## src/rtl/prog_loader.sv

```systemverilog
// prog_loader: host-side sequencer for the tiny processor's serial port.
// Turns parallel host commands into select/MOSI frames and a gated
// run/done handshake, and reports run length and timeout to the host.
//
// Host handshake: a command is consumed on a rising clk edge where
// cmd_valid and cmd_ready are both high. cmd_ready is high only in IDLE.
// A command presented while busy stays pending and is not consumed until
// IDLE is reached.
module prog_loader #(
  parameter int GAP_CYCLES  = 2,
  parameter int RUN_TIMEOUT = 255
) (
  input  logic       clk,
  input  logic       rst,
  input  logic       cmd_valid,
  output logic       cmd_ready,
  input  logic [1:0] cmd_kind,
  input  logic [3:0] cmd_addr,
  input  logic [7:0] cmd_data,
  input  logic       proc_done_in,
  output logic [1:0] sel_out,
  output logic       mosi_out,
  output logic       busy_out,
  output logic       run_done_out,
  output logic       run_timeout_out,
  output logic [7:0] run_cycles_out,
  output logic [1:0] state_dbg
);

  typedef enum logic [1:0] {
    S_IDLE  = 2'd0,
    S_SHIFT = 2'd1,
    S_GAP   = 2'd2,
    S_RUN   = 2'd3
  } state_t;

  localparam logic [7:0] GAP_LAST = 8'(GAP_CYCLES - 1);
  localparam logic [7:0] RUN_LAST = 8'(RUN_TIMEOUT);

  state_t      state;
  logic [11:0] frame;
  logic [3:0]  bit_cnt;
  logic [7:0]  gap_cnt;
  logic [7:0]  run_cnt;   // index of the current RUN cycle, 1-based
  logic        armed;
  logic [1:0]  sel_reg;
  logic        run_complete;
  logic        run_abort;
  logic        run_end;

  // Completion wins over abort when both land in the same cycle.
  always_comb begin
    run_complete = (state == S_RUN) && armed && proc_done_in;
    run_abort    = (state == S_RUN) && (run_cnt == RUN_LAST) && !run_complete;
    run_end      = run_complete || run_abort;
  end

  // Select is registered except that a finishing run drops it immediately,
  // so the processor never sees run-select together with done high.
  assign sel_out      = run_end ? 2'b00 : sel_reg;
  assign run_done_out = run_end;
  assign cmd_ready    = (state == S_IDLE);
  assign state_dbg    = state;

  // Sequencer: command decode, frame shifting, gap timing and run supervision.
  always_ff @(posedge clk) begin
    if (rst) begin
      state           <= S_IDLE;
      frame           <= '0;
      bit_cnt         <= '0;
      gap_cnt         <= '0;
      run_cnt         <= '0;
      armed           <= 1'b0;
      sel_reg         <= 2'b00;
      mosi_out        <= 1'b0;
      busy_out        <= 1'b0;
      run_timeout_out <= 1'b0;
      run_cycles_out  <= '0;
    end else begin
      case (state)
        S_IDLE: begin
          if (cmd_valid) begin
            case (cmd_kind)
              2'b00, 2'b01: begin
                frame    <= {cmd_data, cmd_addr};
                bit_cnt  <= '0;
                mosi_out <= cmd_addr[0];
                sel_reg  <= (cmd_kind == 2'b00) ? 2'b01 : 2'b10;
                busy_out <= 1'b1;
                state    <= S_SHIFT;
              end
              2'b10: begin
                armed           <= 1'b0;
                run_cycles_out  <= '0;
                run_timeout_out <= 1'b0;
                run_cnt         <= 8'd1;
                sel_reg         <= 2'b11;
                busy_out        <= 1'b1;
                state           <= S_RUN;
              end
              default: ;  // no-op: consumed, nothing happens on the pins
            endcase
          end
        end
        S_SHIFT: begin
          if (bit_cnt == 4'd11) begin
            bit_cnt  <= '0;
            gap_cnt  <= '0;
            sel_reg  <= 2'b00;
            mosi_out <= 1'b0;
            state    <= S_GAP;
          end else begin
            bit_cnt  <= bit_cnt + 4'd1;
            mosi_out <= frame[bit_cnt + 4'd1];
          end
        end
        S_GAP: begin
          if (gap_cnt == GAP_LAST) begin
            busy_out <= 1'b0;
            state    <= S_IDLE;
          end else begin
            gap_cnt <= gap_cnt + 8'd1;
          end
        end
        S_RUN: begin
          if (!proc_done_in) begin
            armed <= 1'b1;
            if (run_cycles_out != 8'hFF) run_cycles_out <= run_cycles_out + 8'd1;
          end
          if (run_end) begin
            sel_reg  <= 2'b00;
            busy_out <= 1'b0;
            state    <= S_IDLE;
            if (run_abort) run_timeout_out <= 1'b1;
          end else begin
            run_cnt <= run_cnt + 8'd1;
          end
        end
        default: state <= S_IDLE;
      endcase
    end
  end

endmodule
```

## config.mk

```make
export PLATFORM = sky130hd
export DESIGN_NAME = prog_loader
export DESIGN_NICKNAME = d
export VERILOG_FILES = /design/src/rtl/prog_loader.sv
export SDC_FILE = /design/constraint.sdc
export NUM_CORES = 1
export LEC_CHECK = 0
export ABC_AREA = 0
export ABC_CLOCK_PERIOD_IN_PS = 2100
export CORE_ASPECT_RATIO = 1.4
export CORE_UTILIZATION = 55
export DETAILED_ROUTE_END_ITERATION = 6
export HOLD_SLACK_MARGIN = 0.15
export PLACE_DENSITY_LB_ADDON = 0.12
export SLEW_MARGIN = 20
export SYNTH_ARGS = -nofsm -noshare
export SYNTH_HDL_FRONTEND = slang
export SYNTH_SLANG_ARGS = --single-unit
```

## constraint.sdc

```tcl
create_clock -name clk -period 2.1 [get_ports clk]
set_input_delay 0.42 -clock clk [delete_from_list [all_inputs] [get_ports clk]]
set_output_delay 0.42 -clock clk [all_outputs]
set_load 0.05 [all_outputs]
```

==> flow_summary.toml <==
[logic_synthesis]
ys_seq_area_share_pct = 35.59
synth-seq-cells = 48
synth.cell_area_um2 = 2700
synth-compound-area-share_pct = 24.37
synthesis.nets = 351
muxShareOfSynthArea_pct = 3.661
ys_warn_count = 0
synth_flop_cell = "dfxtp_1"
avgSynthCellArea_um2 = 8.359
syn_inst = 323
synth-xor-area-share_pct = 1.946
synth_simple_gate_area_share_pct = 25.86
synth_top_family_by_area = "simple AND/OR/NAND/NOR gates"
yosys.area_share.adder_pct = 4.634
synthArstFlopShare_pct = 0
synth_edf_count = 0
ys_types = 59

[detailed_routing]
drc = 0
avgRoutedWirePerCell_um = 14.91
drt_iter0_markers = 208
detail-route-antenna-nets = 0
via_per_inst = 6.020
dr.pass1.iters = 5
vias = 2667
wirelength_mm = 6.603

[floorplanning]
num_io_pins = 35
initial_core_util_pct = 58.59
core_area_um2 = 4608
die_w_um = 61.22
rows = 29
die_area_um2 = 5197
die_y_um = 84.90

[sta]
rsz0062_at_grt = "false"
drv_slew = 0
max_freq_ghz = 0.4987
hold_violations = 0
min_period_ps = 2005
tightestPinTransition_ps = 511.3
final.setup_skew_ps = 7.293
setup_viol = 0
max_slew_margin_pct = 65.81
min_period_over_period_pct = 95.49

[setup_path]
critical_path.max_stage_delay_ps = 380
rrSetupSlack_ps = 140
crit_chain = "ha_2 > nand3_2 > o21ai_2 > nand2_2 > and2_1 > buf_4"
crit_path_max_fanout = 6
cp_data_required_time_ps = 1680
r2r-end = "run_cycles_out[4]"
end_kind = "primary output"
slowest_stage = "dfxtp_4"
worstSetupPathType = "reg2out"
arrival_ps = 1590
reg2reg_from = "state_dbg[0]"
cp-start-kind = "flip-flop"
r2r_cells = 6

[outcome]
status = "finished clean"

[global_route]
grt-ovfl-total = 0
first_global_vias = 2517
grt_max_degree = 16
grt_pass1_wl_mm = 11.10
grt_use_total_pct = 27.41
antenna_found_initial = 0

[power_and_ir_drop]
power_density_nw_per_um2 = 985.4
p_seq_share_pct = 32.7
vdd_drop_max_uv = 540.3
clockPowerShare_pct = 18.5
p_sw_share_pct = 40.64
comb_power_share_pct = 48.9
power_mw = 3.395
switchingPower_mw = 1.380
power.internal_mw = 2.016
total_leakage_power_nw = 1.265

[clocking]
hold_buffers = 0
cts.sinks = 48
worstSkewPairLatency_ps = 300
root_buffer = "clkbuf_8"
clock_path_buffers = 2
htreeDepth = 2
clk_pin_slew_ps = 90
cts_tree = "done"
cts_buffers = 5

[placement]
place_inst = 434
hpwl_mm = 4.842
portBuffers = 34
place_congestion = 0.8903

[worst_hold_path]
worstHoldPathCells = 2
hold_path_end = "frame[10]"
hold_path_class = "reg2reg"
min-delay-start = "frame[10]"

[finish]
fillers = 353
nets = 408
largest_reg_flops = 12
n_antenna_cell = 0
max_flop_register = "frame"
fin_cells = 443
synthToLayoutAreaGrowth_pct = 27.62
drive_above_1_share_pct = 16.27

[job]
maxCapViolCount = 0
-- final cells by class --
cell class	count	area [um^2]	share of cell area (%)
Clock inverter	2	12.51	0.3631
Clock buffer	6	93.84	2.723
Multi-Input combinational cell	250	1662	48.22
Sequential cell	48	973.4	28.25
Inverter	11	41.29	1.198
Timing Repair Buffer	64	585.6	16.99
Tap cell	62	77.57	2.251
-- worst max-delay path by stage --
| stage | startpoint | endpoint | slack [ps] |
|---|---|---|---|
| 6_report | run_cnt[0] | sel_out[0] | 90 |
| 5_1_grt | run_cnt[1] | sel_out[0] | 9 |
| 4_1_cts | state_dbg[0] | sel_out[0] | 10 |
| 3_5_place_dp | cmd_kind[0] | run_cnt[4] | -90 |
| 3_3_place_gp | cmd_kind[0] | run_cycles_out[5] | -5 |
| 2_1_floorplan | state_dbg[0] | run_cycles_out[2] | 60 |
-- synth_stat cells, types with 3 or more instances --
cell type,count,area share (%)
or3_1,3,0.70
nor2b_1,3,0.70
a21oi_1,29,5.4
nor3_1,5,0.93
nand2_1,44,6.1
mux4_2,3,2.5
clkbuf_1,9,1.3
xnor2_1,5,1.6
a211oi_1,5,1.4
and3_1,5,1.2
dfxtp_1,48,36
nor2_1,14,1.9
or4_1,10,2.8
o21a_1,3,0.83
nor4_1,3,0.70
nand2b_1,5,1.2
inv_1,10,1.4
a21boi_0,3,0.83
ha_1,10,4.6
o211ai_1,6,1.7
o31ai_1,4,1.1
o21ai_0,11,2.0
nand3_1,16,3.0
nand3b_1,7,1.9
nand4_1,7,1.6
and2_1,3,0.70
a31oi_1,8,1.9
a22oi_1,3,0.83
-- logic make-up after synthesis --
| logic type | after synthesis |
|---|---|
| and+or+nand+nor | 131 |
| adders and majority gates | 10 |
| muxes | 6 |
| buffers and inverters | 25 |
| xor gates and xnor gates | 6 |
| DFF | 48 |
| AOI/OAI and AO/OA | 97 |
-- metrics by stage --
| step | util (%) | cell area, um^2 | TNS (ps) | worst slack [ps] | hold WS (ps) |
|---|---|---|---|---|---|
| 2_1_floorplan | - | 2711 | 0 | 64.30 | 433.1 |
| 3_3_place_gp | 71.52 | 3296 | -19.91 | -5.171 | 441.5 |
| 3_5_place_dp | 71.52 | 3296 | -413.9 | -91.26 | 451.5 |
| 4_1_cts | 74.10 | 3415 | 0 | 12.63 | 464.7 |
| 5_1_grt | 74.78 | 3446 | 0 | 8.769 | 479.9 |
| 6_report | 74.78 | 3446 | 0 | 94.76 | 464.1 |
-- what timing repair did --
action                                  CTS  global route
pin swaps                                 0             1
buffers inserted                          0             1
resized for setup                         5             7
endpoints found under the setup margin    3             4
-- power by group through the flow --
stage	combinational, mW	clock [mW]	sequential, mW
detailed placement	1.62	0	1.12
finish	1.66	0.627	1.11
floorplan	0.977	0	1.20
global placement	1.61	0	1.11
CTS	1.64	0.642	1.10
global route	1.81	0.680	1.12
-- metal layers --
metal | wire (um) | GRT usage, % | share of wire (%)
met2 | 3442 | 46.44 | 52
met5 | 0 | 0 | 0
met4 | 82 | 10.95 | 1.2
met1 | 2799 | 33.53 | 42
met3 | 279 | 4.268 | 4.2
-- critical path, delay by kind of cell (launching register included) --
kind                       cells  cell delay [ps]
AOI/OAI and AO/OA              1              200
adders and majority gates      1              180
buffers and inverters          1              180
DFF                            1              380
and+or+nand+nor                3              340
-- cells in the final DEF, fill, tap and decap left out, drive strengths merged, types with 3 or more instances in the layout --
| master | synthesis | layout |
|---|---|---|
| a211oi | 5 | 5 |
| a21bo | 3 | 3 |
| a21boi | 3 | 3 |
| a21oi | 29 | 29 |
| a22oi | 3 | 3 |
| a31oi | 8 | 8 |
| and2 | 3 | 3 |
| and3 | 5 | 5 |
| buf | 3 | 34 |
| clkbuf | 11 | 6 |
| clkdlybuf4s50 | 0 | 28 |
| dfxtp | 48 | 48 |
| ha | 10 | 10 |
| inv | 11 | 11 |
| mux4 | 3 | 3 |
| nand2 | 44 | 44 |
| nand2b | 5 | 5 |
| nand3 | 16 | 16 |
| nand3b | 7 | 7 |
| nand4 | 7 | 7 |
| nor2 | 14 | 14 |
| nor2b | 3 | 3 |
| nor3 | 5 | 5 |
| nor4 | 3 | 3 |
| o211ai | 6 | 6 |
| o21a | 3 | 3 |
| o21ai | 12 | 12 |
| o31ai | 4 | 4 |
| or3 | 3 | 3 |
| or4 | 10 | 10 |
| xnor2 | 5 | 5 |
Power figures use the tool's default switching activity.
